<file path="src/rtl/router_pkg.sv">
// Shared state encoding and destination-address constants for the 1x3 router control path.
package router_pkg;

    typedef enum logic [2:0] {
        DECODE_ADDRESS     = 3'd0,
        LOAD_FIRST_DATA    = 3'd1,
        LOAD_DATA          = 3'd2,
        LOAD_PARITY        = 3'd3,
        FIFO_FULL_STATE    = 3'd4,
        LOAD_AFTER_FULL    = 3'd5,
        WAIT_TILL_EMPTY    = 3'd6,
        CHECK_PARITY_ERROR = 3'd7
    } state_t;

    localparam logic [1:0] ADDR_0       = 2'd0;
    localparam logic [1:0] ADDR_1       = 2'd1;
    localparam logic [1:0] ADDR_2       = 2'd2;
    localparam logic [1:0] ADDR_INVALID = 2'd3;

endpackage

</file>
<file path="src/rtl/router_port_sel.sv">
// Selects the per-port FIFO empty and soft-reset flags for the packet's destination.
// While decoding, the empty flag follows the live header address instead of the latched one.
module router_port_sel
    import router_pkg::*;
(
    input  logic       in_decode_i,
    input  logic [1:0] data_in_i,
    input  logic [1:0] addr_i,
    input  logic [2:0] fifo_empty_i,
    input  logic [2:0] soft_reset_i,
    output logic       empty_sel_o,
    output logic       soft_sel_o
);

    logic [1:0] empty_idx;

    always_comb begin
        empty_idx = in_decode_i ? data_in_i : addr_i;
        empty_sel_o = 1'b0;
        case (empty_idx)
            ADDR_0:  empty_sel_o = fifo_empty_i[0];
            ADDR_1:  empty_sel_o = fifo_empty_i[1];
            ADDR_2:  empty_sel_o = fifo_empty_i[2];
            default: empty_sel_o = 1'b0;
        endcase
    end

    always_comb begin
        soft_sel_o = 1'b0;
        case (addr_i)
            ADDR_0:  soft_sel_o = soft_reset_i[0];
            ADDR_1:  soft_sel_o = soft_reset_i[1];
            ADDR_2:  soft_sel_o = soft_reset_i[2];
            default: soft_sel_o = 1'b0;
        endcase
    end

endmodule

</file>
<file path="src/rtl/router_fsm.sv">
// Control FSM of the 1x3 packet router: header decode, payload/parity load, FIFO-full stall.
// Soft-reset abort is enabled by defining FSM_SOFT_RESET_EN; otherwise soft_reset_0/1/2 are ignored.
module router_fsm
    import router_pkg::*;
(
    input  logic       clock,
    input  logic       resetn,
    input  logic       pkt_valid,
    input  logic [1:0] data_in,
    input  logic       fifo_full,
    input  logic       fifo_empty_0,
    input  logic       fifo_empty_1,
    input  logic       fifo_empty_2,
    input  logic       soft_reset_0,
    input  logic       soft_reset_1,
    input  logic       soft_reset_2,
    input  logic       parity_done,
    input  logic       low_pkt_valid,
    output logic       write_enb_reg,
    output logic       detect_add,
    output logic       ld_state,
    output logic       laf_state,
    output logic       lfd_state,
    output logic       full_state,
    output logic       rst_int_reg,
    output logic       busy
);

    state_t     present_state;
    state_t     next_state;
    logic [1:0] addr;
    logic       empty_sel;
    logic       soft_sel;
    logic [2:0] soft_vec;

    logic detect_add_q, lfd_q, ld_q, laf_q, full_q, rst_int_q, write_enb_q, busy_q;

`ifdef FSM_SOFT_RESET_EN
    assign soft_vec = {soft_reset_2, soft_reset_1, soft_reset_0};
`else
    logic unused_soft_reset;
    assign unused_soft_reset = ^{soft_reset_2, soft_reset_1, soft_reset_0, soft_sel};
    assign soft_vec = 3'b000;
`endif

    router_port_sel u_port_sel (
        .in_decode_i  (present_state == DECODE_ADDRESS),
        .data_in_i    (data_in),
        .addr_i       (addr),
        .fifo_empty_i ({fifo_empty_2, fifo_empty_1, fifo_empty_0}),
        .soft_reset_i (soft_vec),
        .empty_sel_o  (empty_sel),
        .soft_sel_o   (soft_sel)
    );

    always_comb begin
        next_state = present_state;
        case (present_state)
            DECODE_ADDRESS: begin
                if (pkt_valid && (data_in != ADDR_INVALID))
                    next_state = empty_sel ? LOAD_FIRST_DATA : WAIT_TILL_EMPTY;
            end
            LOAD_FIRST_DATA: next_state = LOAD_DATA;
            LOAD_DATA: begin
                if (fifo_full)       next_state = FIFO_FULL_STATE;
                else if (!pkt_valid) next_state = LOAD_PARITY;
            end
            LOAD_PARITY:        next_state = CHECK_PARITY_ERROR;
            CHECK_PARITY_ERROR: next_state = fifo_full ? FIFO_FULL_STATE : DECODE_ADDRESS;
            FIFO_FULL_STATE: begin
                if (!fifo_full) next_state = LOAD_AFTER_FULL;
            end
            LOAD_AFTER_FULL: begin
                if (parity_done)        next_state = DECODE_ADDRESS;
                else if (low_pkt_valid) next_state = LOAD_PARITY;
                else                    next_state = LOAD_DATA;
            end
            WAIT_TILL_EMPTY: begin
                if (empty_sel) next_state = LOAD_FIRST_DATA;
            end
            default: next_state = DECODE_ADDRESS;
        endcase
`ifdef FSM_SOFT_RESET_EN
        // A read timeout on the destination port aborts whatever the packet was doing.
        if ((present_state != DECODE_ADDRESS) && soft_sel)
            next_state = DECODE_ADDRESS;
`endif
    end

    // Flags are registered from next_state so they line up with present_state without extra delay.
    always_ff @(posedge clock) begin
        if (resetn) begin
            present_state <= DECODE_ADDRESS;
            addr          <= ADDR_0;
            detect_add_q  <= 1'b1;
            lfd_q         <= 1'b0;
            ld_q          <= 1'b0;
            laf_q         <= 1'b0;
            full_q        <= 1'b0;
            rst_int_q     <= 1'b0;
            write_enb_q   <= 1'b0;
            busy_q        <= 1'b0;
        end else begin
            present_state <= next_state;
            if ((present_state == DECODE_ADDRESS) && pkt_valid)
                addr <= data_in;
            detect_add_q <= (next_state == DECODE_ADDRESS);
            lfd_q        <= (next_state == LOAD_FIRST_DATA);
            ld_q         <= (next_state == LOAD_DATA);
            laf_q        <= (next_state == LOAD_AFTER_FULL);
            full_q       <= (next_state == FIFO_FULL_STATE);
            rst_int_q    <= (next_state == CHECK_PARITY_ERROR);
            write_enb_q  <= (next_state == LOAD_DATA) || (next_state == LOAD_PARITY)
                         || (next_state == LOAD_AFTER_FULL);
            busy_q       <= (next_state != DECODE_ADDRESS) && (next_state != LOAD_DATA);
        end
    end

    assign detect_add    = detect_add_q;
    assign lfd_state     = lfd_q;
    assign ld_state      = ld_q;
    assign laf_state     = laf_q;
    assign full_state    = full_q;
    assign rst_int_reg   = rst_int_q;
    assign write_enb_reg = write_enb_q;
    assign busy          = busy_q;

endmodule

</file>
<file path="config.mk">
export PLATFORM = sky130hd
export DESIGN_NAME = router_fsm
export DESIGN_NICKNAME = d
export VERILOG_FILES = /design/src/rtl/router_pkg.sv /design/src/rtl/router_port_sel.sv /design/src/rtl/router_fsm.sv
export SDC_FILE = /design/constraint.sdc
export NUM_CORES = 1
export LEC_CHECK = 0
export BUFFER_PORTS_ARGS = -buffer_cell sky130_fd_sc_hd__buf_4
export CAP_MARGIN = 40
export CORE_MARGIN = 2
export CORE_UTILIZATION = 50
export CTS_CLUSTER_SIZE = 14
export DETAILED_ROUTE_END_ITERATION = 10
export PLACE_DENSITY = 0.8
export SETUP_SLACK_MARGIN = 0.05
export SKIP_LAST_GASP = 1
export SLEW_MARGIN = 20
export SYNTH_ARGS = -nofsm -noshare
export SYNTH_HDL_FRONTEND = slang
export SYNTH_SLANG_ARGS = --single-unit
export TNS_END_PERCENT = 5
</file>
<file path="constraint.sdc">
create_clock -name clock -period 4.6 [get_ports clock]
set_input_delay 0.23 -clock clock [delete_from_list [all_inputs] [get_ports clock]]
set_output_delay 0.23 -clock clock [all_outputs]
set_load 0.05 [all_outputs]
</file>
# [Word level (Yosys, flattened, before mapping)]
# Index checks and enable logic that the tools add are counted.
# Widths: inputs -> output; s select.
[totals] register_bits=13 inputBits=14 out_inout_bits=8 elab_cells=48
[classes] eq_ne=17 n_mux=12 n_reduce_logical=9
[op_table] cell="$pmux 3 s8" count=1
[op_table] cell="$eq 3x3->1 const B" count=7
[op_table] cell="$mux 3" count=7
[op_table] cell="$eq 3x2->1 const B" count=4
[op_table] cell="$eq 3x1->1 const B" count=2
[op_table] cell="$logic_not 3->1" count=2
[op_table] cell="$mux 2" count=2
[op_table] cell="$logic_and 1x1->1" count=3
[op_table] cell="$ne 3x2->1 const B" count=1
[op_table] cell="$pmux 1 s3" count=1
[op_table] cell="$reduce_bool 3->1" count=1
[op_table] cell="$eq 2x1->1 const B" count=1
[op_table] cell="$eq 2x2->1 const B" count=1
[op_table] cell="$logic_not 2->1" count=1
[op_table] cell="$logic_or 1x1->1" count=2
[op_table] cell="$ne 2x2->1 const B" count=1
[op_table] cell="$mux 1" count=1

# [Longest topological paths before layout]
[logic_depth] depth_word=10 mapped_depth=7 mapped_depth_nobuf=6

# [Hierarchy]
# A second synthesis with hierarchy kept.
[hier_totals] cells_unflattened=76 area_unflattened_um2=716.9
[modules_own_cells] mod="router_fsm" instances=1 cells_per_inst=68 area_each_um2=654.4 seq_area_each_um2=260.2
[modules_own_cells] mod="router_port_sel" instances=1 cells_per_inst=8 area_each_um2=62.6 seq_area_each_um2=0.0

# [Worst setup path before layout]
# OpenSTA, ideal clock, no wires.
[synth_timing] path_type="reg-to-reg" startpoint="reg present_state[2]" endpoint="reg laf_q (netlist: laf_state)" setup_time_ns=0.133 arrival_ns=1.761 required_time_ns=4.467 setup_slack_ns=2.706 path_stages_with_launch=8 n_path_buf=1 synth_period_minus_slack_ns=1.894 path_cell_list="dfxtp_1 -> buf_6 -> or4b_4 -> a21bo_1 -> a211o_2 -> o211ai_2 -> or2_1 -> nor3_1"
[synth_between] elab_chain_len=8 elab_cells_between_ends=21 classes_between="eq/ne (10); mux (9); reduce/logical (2)"
[synth_lines] element="start, declared" line_no="router_fsm.sv:29" rtl="state_t present_state;"
[synth_lines] element="start signal, assigned" line_no="router_fsm.sv:104" rtl="present_state <= next_state;"
[synth_lines] element="$logic_not 3->1" line_no="router_fsm.sv:47, router_fsm.sv:58"
[synth_lines] element="$mux 2" line_no="router_port_sel.sv:18" rtl="empty_idx = in_decode_i ? data_in_i : addr_i;"
[synth_lines] element="$eq 2x2->1, or another cell as far along" line_no="router_port_sel.sv:20" rtl="case (empty_idx)"
[synth_lines] element="$pmux 1 s3" line_no="router_port_sel.sv:20"
[synth_lines] element="$mux 3" line_no="router_fsm.sv:61" rtl="next_state = empty_sel ? LOAD_FIRST_DATA : WAIT_TILL_EMPTY;"
[synth_lines] element="$mux 3" line_no="router_fsm.sv:60" rtl="if (pkt_valid && (data_in != ADDR_INVALID))"
[synth_lines] element="$pmux 3 s8 *" line_no="router_fsm.sv:58" rtl="case (present_state)"
[synth_lines] element="$eq 3x3->1 *" line_no="router_fsm.sv:110" rtl="laf_q <= (next_state == LOAD_AFTER_FULL);"
[synth_lines] element="end signal, assigned" line_no="router_fsm.sv:110"
[synth_lines] element="end, declared" line_no="router_fsm.sv:36" rtl="logic detect_add_q, lfd_q, ld_q, laf_q, full_q, rst_int_q, write_enb_q, busy_q;"
# Every way passes the cells marked *; elsewhere a longest branch is shown, timed or not.
# A chain may end at the register's enable or synchronous reset.

# [Worst setup path in the final report]
[layout_timing] startpoint="reg present_state[0]" endpoint="reg full_q (netlist: full_state)"
[layout_between] elab_chain_len=8 elab_cells_between_ends=21 classes_between="eq/ne (10); mux (9); reduce/logical (2)"
[layout_lines] element="$logic_not 3->1" line_no="router_fsm.sv:47, router_fsm.sv:58"
[layout_lines] element="$mux 2" line_no="router_port_sel.sv:18"
[layout_lines] element="$eq 2x2->1, or another cell as far along" line_no="router_port_sel.sv:20"
[layout_lines] element="$pmux 1 s3" line_no="router_port_sel.sv:20"
[layout_lines] element="$mux 3" line_no="router_fsm.sv:61"
[layout_lines] element="$mux 3" line_no="router_fsm.sv:60"
[layout_lines] element="$pmux 3 s8 *" line_no="router_fsm.sv:58"
[layout_lines] element="$eq 3x3->1 *" line_no="router_fsm.sv:111" rtl="full_q <= (next_state == FIFO_FULL_STATE);"
[layout_lines] element="end signal, assigned" line_no="router_fsm.sv:111"
[layout_lines] element="end, declared" line_no="router_fsm.sv:36"
# Marks and branches as above.

==> metrics.md <==
| Metric | Value |
|---|---|
| Final setup viols | `0` |
| Regs by FF count | `present_state: 3 flops, addr: 2 flops` |
| Gpl congestion | `0.811` |
| Mux cell area share after synthesis | `4.68%` |
| Cell Count, Final, Fillers Out | `112` |
| Hold WC Path Type | `in2reg` |
| Min Hold Slack | `about 0.22 ns` |
| Initial core utilization | `approximately 53%` |
| Post-CTS sizing | `0` |
| Inst Count DP | `roughly 110` |
| Largest family of logic cells by synthesized area | `simple AND/OR/NAND/NOR gates` |
| Reg-to-reg critical path endpoint | `full_state$_SDFF_PP0_` |
| Clock Sinks | `13` |
| Num CTS Buffers | `3` |
| CTS tree | `built` |
| Number of synthesized flops with an enable pin | `0` |
| Worst slew pin tran | `0.476 ns` |
| Tmin final | `2.11 ns` |
| Post-synthesis adder-cell area fraction | `0%` |
| Period utilization | `approximately 46%` |
| Xor and xnor fraction of the mapped netlist area | `0%` |
| Register area share after synthesis | `37.5%` |
| Rows | `13` |
| Area leader, netlist | `dfxtp_1` |
| Pleak | `0.358 nW` |
| Fin. Hold Viols | `0` |
| Multi-input gate area | `around 400 um2` |
| Largest cells by area after synthesis | `dfxtp_1 37%, a21oi_1 4.3%, nor2_1 4.3%, mux2_2 3.2%, o21bai_1 3.2%` |
| Syn. warnings | `0` |
| Largest net degree at the start of global routing | `16` |
| Peak supply drop | `0.399 mV` |
| Worst R2R Start | `present_state[0]$_SDFF_PP0_` |
| First-pass GRT wire length | `~2.2 mm` |
| Top_reg_cell synth | `dfxtp_1` |
| Synthesis-stage register bit count | `13` |
| Setup crit end kind | `flop` |
| WS Path Type | `reg2reg` |
| Drt first-iter violations | `14` |
| Number of max-cap violations | `0` |
| Clock Pin Slew Worst Setup and Hold Paths | `0.07 ns` |
| H-tree levels | `1` |
| Syn Inst Count | `78` |
| Root buf cell | `clkbuf_4` |
| CTS Hold Bufs | `0` |
| Post-Synth Simple-Gate Area | `26.5%` |
| All-layer global routing usage | `19.8%` |
| Layout cell share with drive strength beyond 1 | `roughly 33%` |
| Post-route worst setup slack | `approximately 2.5 ns` |
| ANT cells | `0` |
| Die ar. | `1700 um2` |
| Share of the synthesized area in the top cell type | `37.5%` |
| Worst Path Max Fanout | `15` |
| Via count | `649` |
| Grt ovf | `0` |
| Clk_lat worst skew | `approximately 0.27 ns` |
| Setup TNS | `0 ns` |
| Synth Net Count | `92` |
| CTS Buffer Depth | `2` |
| FF/Latch Area | `260 um2` |
| DP HPWL | `about 1.1 mm` |
| Vias in the first global route | `554` |
| Max Slew Vio Count | `0` |
| Hold path depth | `2` |
| Required @ worst endpoint | `about 4.8 ns` |
| Final WL | `1.43 mm` |
| Status | `complete, no violations` |
| Final #Nets | `~110` |
| Mean Syn Cell Area | `8.90 um2` |
| Pwr Total | `634 uW` |
| Cell Area, Placed | `828 um2` |
| Worst Hold Launch | `resetn` |
| R2R Setup Slk | `2.49 ns` |
| Util after Layout | `about two thirds` |
| Initial antenna violation count | `0` |
| Area Growth Syn to Fin | `23.1%` |
| Unrepaired setup endpoints after global routing | `no` |
| Detailed-route DRC error count | `0` |
| Biggest register | `present_state` |
| Setup Fix Bufs, Post-CTS | `0` |
| Die W | `41.3 um` |
| Slew HR | `a little under 70%` |
| Worst Setup SP | `present_state[0]$_SDFF_PP0_` |
| WL/cell | `about 13 um` |
| Vias/cell | `5.79` |
| IO Port Bufs | `18` |
| Routed Antenna Nets | `0` |
| Post-synthesis cell type count | `34` |
| Worst EP arrival | `2.28 ns` |
| Die Ht | `41.3 um` |
| Design Area, Final | `roughly 850 um2` |
| FMAX | `475 MHz` |
| Number of fill cells | `approximately 110` |
| Largest register FFs | `3` |
| Synthesized area | `694 um2` |
| Setup slack at placement | `between 2 and 3 ns` |
| First drt pass iteration count | `4` |
| Clk_skew | `0.00273 ns` |
| PD cells | `741 nW/um2` |
| IO Pins | `22` |
| R2R cell count | `6` |
| Synth cell count leaders | `13 x dfxtp_1, 8 x nor2_1, 6 x a21oi_1` |
| Min-Delay Endpoint | `addr[0]$_SDFFE_PP0P_` |
| Post-synthesis compound-gate area fraction | `between 20% and 30%` |
| Startpoint Class | `flop` |
| Post-synth ARST share | `0%` |
| Most frequent cell after synthesis | `dfxtp_1` |
| Core area | `approximately 1300 um2` |
layer usage:
metal,part of all wire (%),wire [um],track usage (%),up-vias
li1,-,-,-,326
met5,0,0,0,-
met1,46,653,24.0,300
met3,6.0,86,5.43,2
met2,48,680,33.2,21
met4,0.35,5,7.26,0
power breakdown:
group / switching, mW / internal (mW)
sequential: 0.0396 / 0.152
clock: 0.0335 / 0.0336
combinational: 0.234 / 0.141
worst max-delay path: stages, from the launching register on:
cell      delay (ns)
dfxtp_1         0.61
and3b_2         0.26
a31oi_1         0.38
a211oi_2        0.07
nor3_2          0.38
inv_1           0.08
nor4_1          0.23
final cells by class:
cell class | instances | area share (%)
Clock buffer | 4 | 3.07
Inverter | 4 | 1.76
Multi-Input combinational cell | 58 | 46.7
Sequential cell | 13 | 30.5
Tap cell | 15 | 2.20
Timing Repair Buffer | 18 | 15.8
worst max-delay path by stage:
stage | to | slack, ns | cells past startpoint
global route | full_state$_SDFF_PP0_ | 2.29 | 6
finish | full_state$_SDFF_PP0_ | 2.49 | 6
CTS | full_state$_SDFF_PP0_ | 2.50 | 6
global placement | full_state$_SDFF_PP0_ | 2.58 | 6
detailed placement | full_state$_SDFF_PP0_ | 2.52 | 6
floorplan | laf_state$_SDFF_PP0_ | 2.71 | 7
layout by cell type, fill, tap and decap left out, types with 2 or more instances in the layout:
cell type  count
inv_1          4
nand3b_1       2
a32oi_1        2
nor2_1         8
a31oi_1        2
o22ai_1        2
a21oi_1        6
o21bai_1       3
nand3_1        4
clkbuf_4       3
dfxtp_1       13
mux2_2         2
buf_4         18
nor3_2         2
nand2_1        5
nor3_1         3
logic make-up (layout without fill, tap and decap cells):
family | count (synthesis) | count (layout)
mux | 3 | 3
simple gates | 31 | 31
compound gates | 24 | 24
flops | 13 | 13
buf+inv | 7 | 26
(Power assumes the default switching activity.)
